**src/rtl/fsic_is_rx_fifo.sv**
```systemverilog
// Receive FIFO between the serdes RX beat stream and the AXIS switch. It captures every beat
// and presents the head first-word-fall-through. as_is_tready throttles the remote transmitter.
module fsic_is_rx_fifo #(
  parameter int pDATA_WIDTH = 32,
  parameter int pDEPTH      = 8,
  parameter int pTHRESHOLD  = 3
) (
  input  logic                         axis_clk,
  input  logic                         axis_rst_n,
  input  logic [pDATA_WIDTH-1:0]       is_as_tdata,
  input  logic [pDATA_WIDTH/8-1:0]     is_as_tstrb,
  input  logic [pDATA_WIDTH/8-1:0]     is_as_tkeep,
  input  logic                         is_as_tlast,
  input  logic [1:0]                   is_as_tid,
  input  logic [1:0]                   is_as_tuser,
  input  logic                         is_as_tvalid,
  output logic [pDATA_WIDTH-1:0]       m_tdata,
  output logic [pDATA_WIDTH/8-1:0]     m_tstrb,
  output logic [pDATA_WIDTH/8-1:0]     m_tkeep,
  output logic                         m_tlast,
  output logic [1:0]                   m_tid,
  output logic [1:0]                   m_tuser,
  output logic                         m_tvalid,
  input  logic                         m_tready,
  output logic                         as_is_tready,
  output logic [$clog2(pDEPTH+1)-1:0]  fifo_level,
  output logic                         overflow,
  input  logic                         overflow_clr
);

  localparam int STRB_W  = pDATA_WIDTH / 8;
  localparam int ENTRY_W = 5 + 2 * STRB_W + pDATA_WIDTH;
  localparam int PTR_W   = $clog2(pDEPTH);
  localparam int LVL_W   = $clog2(pDEPTH + 1);
  localparam logic [PTR_W-1:0] PTR_LAST  = PTR_W'(pDEPTH - 1);
  localparam logic [LVL_W-1:0] LVL_FULL  = LVL_W'(pDEPTH);
  // Occupancy at or above this leaves no more than pTHRESHOLD free entries.
  localparam logic [LVL_W-1:0] LVL_THROT = LVL_W'(pDEPTH - pTHRESHOLD);

  logic [ENTRY_W-1:0] r_mem [pDEPTH];
  logic [PTR_W-1:0]   r_wr_ptr;
  logic [PTR_W-1:0]   r_rd_ptr;
  logic [LVL_W-1:0]   r_level;
  logic               r_overflow;
  logic               r_tready;

  logic               w_pop;
  logic               w_push;
  logic               w_drop;
  logic [LVL_W-1:0]   w_level_next;
  logic [ENTRY_W-1:0] w_wr_entry;

  assign w_pop        = (r_level != '0) && m_tready;
  assign w_push       = is_as_tvalid && ((r_level != LVL_FULL) || w_pop);
  assign w_drop       = is_as_tvalid && (r_level == LVL_FULL) && !w_pop;
  assign w_level_next = r_level + {{(LVL_W-1){1'b0}}, w_push} - {{(LVL_W-1){1'b0}}, w_pop};
  assign w_wr_entry   = {is_as_tuser, is_as_tid, is_as_tlast, is_as_tkeep, is_as_tstrb, is_as_tdata};

  // Storage is written only on an accepted beat, so idle-bus X never reaches it.
  always_ff @(posedge axis_clk) begin
    if (w_push) begin
      r_mem[r_wr_ptr] <= w_wr_entry;
    end
  end

  always_ff @(posedge axis_clk) begin
    if (!axis_rst_n) begin
      r_wr_ptr   <= '0;
      r_rd_ptr   <= '0;
      r_level    <= '0;
      r_overflow <= 1'b0;
      r_tready   <= 1'b0;
    end else begin
      if (w_push) begin
        r_wr_ptr <= (r_wr_ptr == PTR_LAST) ? '0 : r_wr_ptr + PTR_W'(1);
      end
      if (w_pop) begin
        r_rd_ptr <= (r_rd_ptr == PTR_LAST) ? '0 : r_rd_ptr + PTR_W'(1);
      end
      r_level  <= w_level_next;
      r_tready <= (w_level_next < LVL_THROT);
      if (w_drop) begin
        r_overflow <= 1'b1;
      end else if (overflow_clr) begin
        r_overflow <= 1'b0;
      end
    end
  end

  assign {m_tuser, m_tid, m_tlast, m_tkeep, m_tstrb, m_tdata} = r_mem[r_rd_ptr];
  assign m_tvalid     = (r_level != '0);
  assign fifo_level   = r_level;
  assign overflow     = r_overflow;
  assign as_is_tready = r_tready;

endmodule

```
**config.mk**
```make
export PLATFORM = sky130hd
export DESIGN_NAME = fsic_is_rx_fifo
export DESIGN_NICKNAME = d
export VERILOG_FILES = /design/src/rtl/fsic_is_rx_fifo.sv
export SDC_FILE = /design/constraint.sdc
export NUM_CORES = 1
export LEC_CHECK = 0
export BUFFER_PORTS_ARGS = -buffer_cell sky130_fd_sc_hd__buf_2
export CORE_UTILIZATION = 62
export CTS_BUF_LIST = sky130_fd_sc_hd__clkbuf_8
export CTS_CLUSTER_DIAMETER = 40
export DETAILED_ROUTE_END_ITERATION = 7
export GPL_TIMING_DRIVEN = 0
export PLACE_DENSITY = 0.88
export SYNTH_ARGS = -nofsm -noshare
export SYNTH_HDL_FRONTEND = slang
export SYNTH_SLANG_ARGS = --single-unit
```
**constraint.sdc**
```tcl
create_clock -name axis_clk -period 9.4 [get_ports axis_clk]
set_input_delay 1.88 -clock axis_clk [delete_from_list [all_inputs] [get_ports axis_clk]]
set_output_delay 1.88 -clock axis_clk [all_outputs]
set_load 0.05 [all_outputs]
```
# --- Yosys cells after proc, flatten, opt, wreduce, memory -nomap -nowiden ---
# Memory sizes are Yosys's and may differ from the RTL's. A register that Yosys moved wholly into a read port is not among the register bits.
# Index checks and enable logic that the tools add are counted.
word_totals:
  register_bits: 12
  ramBits: 360
  inputBits: 50
  output_inout_bits: 52
  wordCells: 31
  mem_count: 1
op_classes:
  add_sub_neg: 4
  order_cmp: 1
  eq_ne: 4
  n_mux: 8
  n_reduce_logical: 8
mem_list:
  columns: ["name", "depth", "word_bits", "read_ports", "rd_ports_with_merged_regs", "wr", "line_no", "rtl"]
  rows:
  - ["r_mem", 8, 45, 1, 1, 1, "40", "logic [ENTRY_W-1:0] r_mem [pDEPTH];"]
op_table:
  columns: ["cell", "n"]
  rows:
  - ["3-bit two-way mux", 4]
  - ["3-bit by 1-bit adder with 3-bit output, second input constant", 2]
  - ["3-bit equality test, second input constant", 2]
  - ["4-bit by 1-bit adder with 4-bit output", 1]
  - ["4-bit equality test, second input constant", 1]
  - ["1-bit logical AND", 4]
  - ["4-bit by 3-bit less-than comparator with 1-bit output, second input constant", 1]
  - ["1-bit two-way mux", 4]
  - ["4-bit inequality test, second input constant", 1]
  - ["4-bit nonzero test", 1]
  - ["4-bit by 1-bit subtractor with 4-bit output", 1]
  - ["2-bit nonzero test", 1]
  - ["1-bit logical NOT", 1]
  - ["1-bit logical OR", 1]

# --- Logic depth before layout (Yosys ltp) ---
logic_depth:
  word_depth: 7
  mapped_depth: 13
  ltp_nobuf: 12

# --- Least setup slack after synthesis ---
# OpenSTA, ideal clock, no wires.
synth_timing:
  path_type: "in2reg"
  from: "in m_tready"
  to: "mem r_mem[2][0] (netlist name) (enable)"
  setup_time_ps: 560
  arrival_time_ps: 6771
  required_time_ps: 8840
  setup_slack_ps: 2069
  stages: 4
  n_path_buf: 1
  cell_sequence: "nand2b_1 a31oi_1 buf_2 nor4bb_1"
synth_between:
  elab_chain_len: 5
synth_rtl:
  columns: ["item", "line_no", "rtl"]
  rows:
  - ["start: declaration", "24", "input logic m_tready,"]
  - ["1-bit logical AND", "53", "assign w_pop = (r_level != '0) && m_tready;"]
  - ["1-bit logical OR", "54", "assign w_push = is_as_tvalid && ((r_level != LVL_FULL) || w_pop);"]
  - ["1-bit logical AND", "54", null]
  - ["1-bit two-way mux", "61", "if (w_push) begin"]
  - ["1-bit two-way mux (implied by the code)", "62", "r_mem[r_wr_ptr] <= w_wr_entry;"]
  - ["end: declaration", "40", null]
# No other way between the ends.

==> flow_metrics.tcl <==
set metrics [dict create \
    area_growth_pct 14.8 \
    rr_worst_depth 13 \
    clkPwrFrac 0.280 \
    peakVddDrop_uv 194 \
    clk_latency_ns 0.59 \
    ys_seq_area_frac 0.758 \
    path_cells "clkbuf_2 > clkbuf_1 > mux4_1 > mux2_2 > buf_2" \
    drtPass1Iterations 5 \
    cts.sinks 375 \
    htreeDepth 2 \
    hold_violations 0 \
    nets 836 \
    placedCellCount 1031 \
    path_class "reg2out" \
    fin_ws_ns 4.80 \
    max_cap_violations 0 \
    ys_ff_latch 375 \
    dp_slack_ns 5.17 \
    p_comb_frac 0.256 \
    die-area_sq_um 24200 \
    cts_max_path_buffers 3 \
    slowest_delay_ns 0.59 \
    syn_avg_cell_area_sq_um 24.3 \
    max_freq_mhz 218 \
    synth_cell_types 34 \
    critical_path_arrival_ns 2.72 \
    post-cts-setup-buffer-count 0 \
    hold_path_class "reg2reg" \
    grt_pass1_wl_um 42500 \
    drt_first_iter_violations 567 \
    cts_tree "built" \
    die_w_um 156 \
    drt_wl_total_um 28800 \
    holdPathEnd "overflow" \
    multiInputGateArea_sq_um 3360 \
    drc 0 \
    p_total_mw 4.24 \
    cts_buffers 55 \
    slew_headroom 0.346 \
    ff2ff_setup_slack_ns 6.31 \
    synth_cells 604 \
    layout.cells.non_filler 1132 \
    wl_per_cell_um 25.4 \
    rsz0062_at_grt "false" \
    grt_max_degree 46 \
    grt_pass1_vias 7295 \
    ios 102 \
    clk_pin_slew_worst_paths_ns 0.06 \
    die_h_um 156 \
    cp_num_buf_inv 3 \
    synth_area_sq_um 14600 \
    worstSetupEndpointType "output port" \
    r2r-start "fifo_level[2]" \
    fin_crit_ns 4.60 \
    finalCritPeriodShare 0.489 \
    hold_depth 2 \
    ys_warn_count 0 \
    skew_ns 0.0435 \
    io_buffers 100 \
    dp_hpwl_um 17100 \
    gp_congestion 0.797 \
    cts.repair.resized 0 \
    switching_share 0.303 \
    cts_root_buf "clkbuf_8" \
    ctsHoldBuffers 0 \
    design_area_sq_um 16800 \
    crit_family "buffers and inverters" \
    p_seq_frac 0.465 \
    core_area_sq_um 22900 \
    internal_power_mw 2.95 \
    gr-total-overflow 0 \
    whs_ns 0.481 \
    path_depth 5 \
    num_vias 6897 \
    fillers 1262 \
    cp_slowest_cell "clkbuf_1" \
    leakage_nw 5.78 \
    place_area_sq_um 15800 \
    switching_power_mw 1.29 \
    regArea_sq_um 11100 \
    vias_per_cell 6.09 \
    rows 55 \
    cp.required_ns 7.52 \
    ant_nets 0 \
    power_density_nw_per_um2 252 \
    setup_viol 0 \
    r2r-end "as_is_tready" \
    tightest_slew_ns 0.981 \
    maxSlewViolCount 0 \
    synth_nets 665 \
    antenna_found_initial 5 \
    drive_gt1_frac 0.302 \
    grt_usage 0.247 \
    cp_max_fo 10 \
    status "finished, final reports clean" \
    critPathLaunchType "flop" \
    worstHoldStart "overflow" \
    start_util 0.639 \
]
through the flow:
| stage | setup TNS, ns | utilization |
|---|---|---|
| floorplan | 0 | - |
| global placement | -197.20 | 0.678 |
| detailed placement | 0 | 0.690 |
| CTS | 0 | 0.734 |
| global route | 0 | 0.734 |
| finish | 0 | 0.734 |
layer usage:
metal,share of wire,up-vias,track usage
li1,-,3000,-
met1,0.39,3546,0.317
met2,0.52,293,0.423
met3,0.069,56,0.0567
met4,0.020,2,0.0826
met5,0.00031,-,0
power by group through the flow:
stage                     Combinational, mW  Sequential [mW]  Clock [mW]
final                                  1.08             1.97        1.19
after global routing                   1.13             1.97        1.28
after detailed placement               1.08             2.00           0
after CTS                              1.09             1.97        1.21
after global placement                 1.02             2.01           0
after floorplan                       0.774             2.02           0
worst max-delay path by stage:
stage,startpoint,end
6_report,flop,m_tdata[2]
3_3_place_gp,m_tready,r_mem[2][33]
3_5_place_dp,m_tready,as_is_tready
2_1_floorplan,m_tready,r_mem[2][0]
4_1_cts,flop,m_tkeep[0]
5_1_grt,flop,m_tdata[2]
cells in the mapped netlist, drive strengths merged:
| master | number | area [sq um] |
|---|---|---|
| edfxtp | 360 | 10800 |
| mux4 | 90 | 2360 |
| mux2 | 45 | 507 |
| buf | 20 | 151 |
| dfxtp | 15 | 300 |
| ha | 10 | 125 |
| inv | 10 | 37.5 |
| clkbuf | 7 | 28.8 |
| a21oi | 5 | 25.0 |
| o21ai | 5 | 25.0 |
| nand2 | 4 | 15.0 |
| and2 | 3 | 18.8 |
| and4b | 3 | 30.0 |
| mux2i | 3 | 30.0 |
| nor2 | 3 | 11.3 |
| and3 | 2 | 12.5 |
| and4 | 2 | 17.5 |
| nand2b | 2 | 12.5 |
| nor4bb | 2 | 20.0 |
| or3 | 2 | 12.5 |
| a21o | 1 | 7.51 |
| a31oi | 1 | 6.26 |
| and3b | 1 | 8.76 |
| fa | 1 | 20.0 |
| nand3 | 1 | 5.00 |
| nand3b | 1 | 7.51 |
| nand4 | 1 | 6.26 |
| nand4b | 1 | 8.76 |
| nor3b | 1 | 7.51 |
| or4 | 1 | 7.51 |
| xor2 | 1 | 8.76 |
area by class of cell:
class                   count  share of cell area
flip-flops and latches    375               0.660
clock inverters            36             0.00989
diodes                      4            0.000595
clock buffers              61              0.0499
well taps                 313              0.0233
plain buffers              27              0.0107
multi-input cells         192               0.200
inverters                  10             0.00223
repair buffers            114              0.0431
cells by family after synthesis:
kind of cell / after synthesis / share of synthesized area
AOI/OAI and AO/OA: 12 / 0.00436
xor gates and xnor gates: 1 / 0.000598
adders and majority gates: 11 / 0.00991
buffers and inverters: 37 / 0.0149
DFF: 375 / 0.758
muxes: 138 / 0.198
and+or+nand+nor: 30 / 0.0138
layout by cell type, fill, tap and decap left out, types with 2 or more instances in the layout:
cell type and count:
a21oi_1 5, and2_1 3, and4b_4 2, buf_1 9, buf_12 4, buf_2 101, buf_6 15, buf_8 4
clkbuf_1 5, clkbuf_2 2, clkbuf_8 61, clkinv_1 8, clkinv_2 4, dfxtp_1 15, diode_2 4, edfxtp_1 360
ha_1 10, inv_1 33, mux2_2 45, mux2i_1 3, mux4_1 90, nand2_1 4, nand2b_1 2, nor2_1 3
nor4bb_4 2, o21ai_0 5, or3_1 2
sequential cells by signal, summed over array words and instances (netlist names), named ones only:
signal / flops
r_rd_ptr: 3
overflow: 1
as_is_tready: 1
r_wr_ptr: 3
fifo_level: 4
r_mem: 360
worst register-to-register path, delay by kind of cell (launching register included):
kind | cells | cell delay (ns)
adder cells (fa/ha/maj) | 4 | 1.11
buffers and inverters | 4 | 0.50
AO/OA/AOI/OAI | 2 | 0.43
AND/OR/NAND/NOR | 2 | 0.37
flip-flops | 1 | 0.35
XOR/XNOR | 1 | 0.21
(Power assumes the default switching activity.)
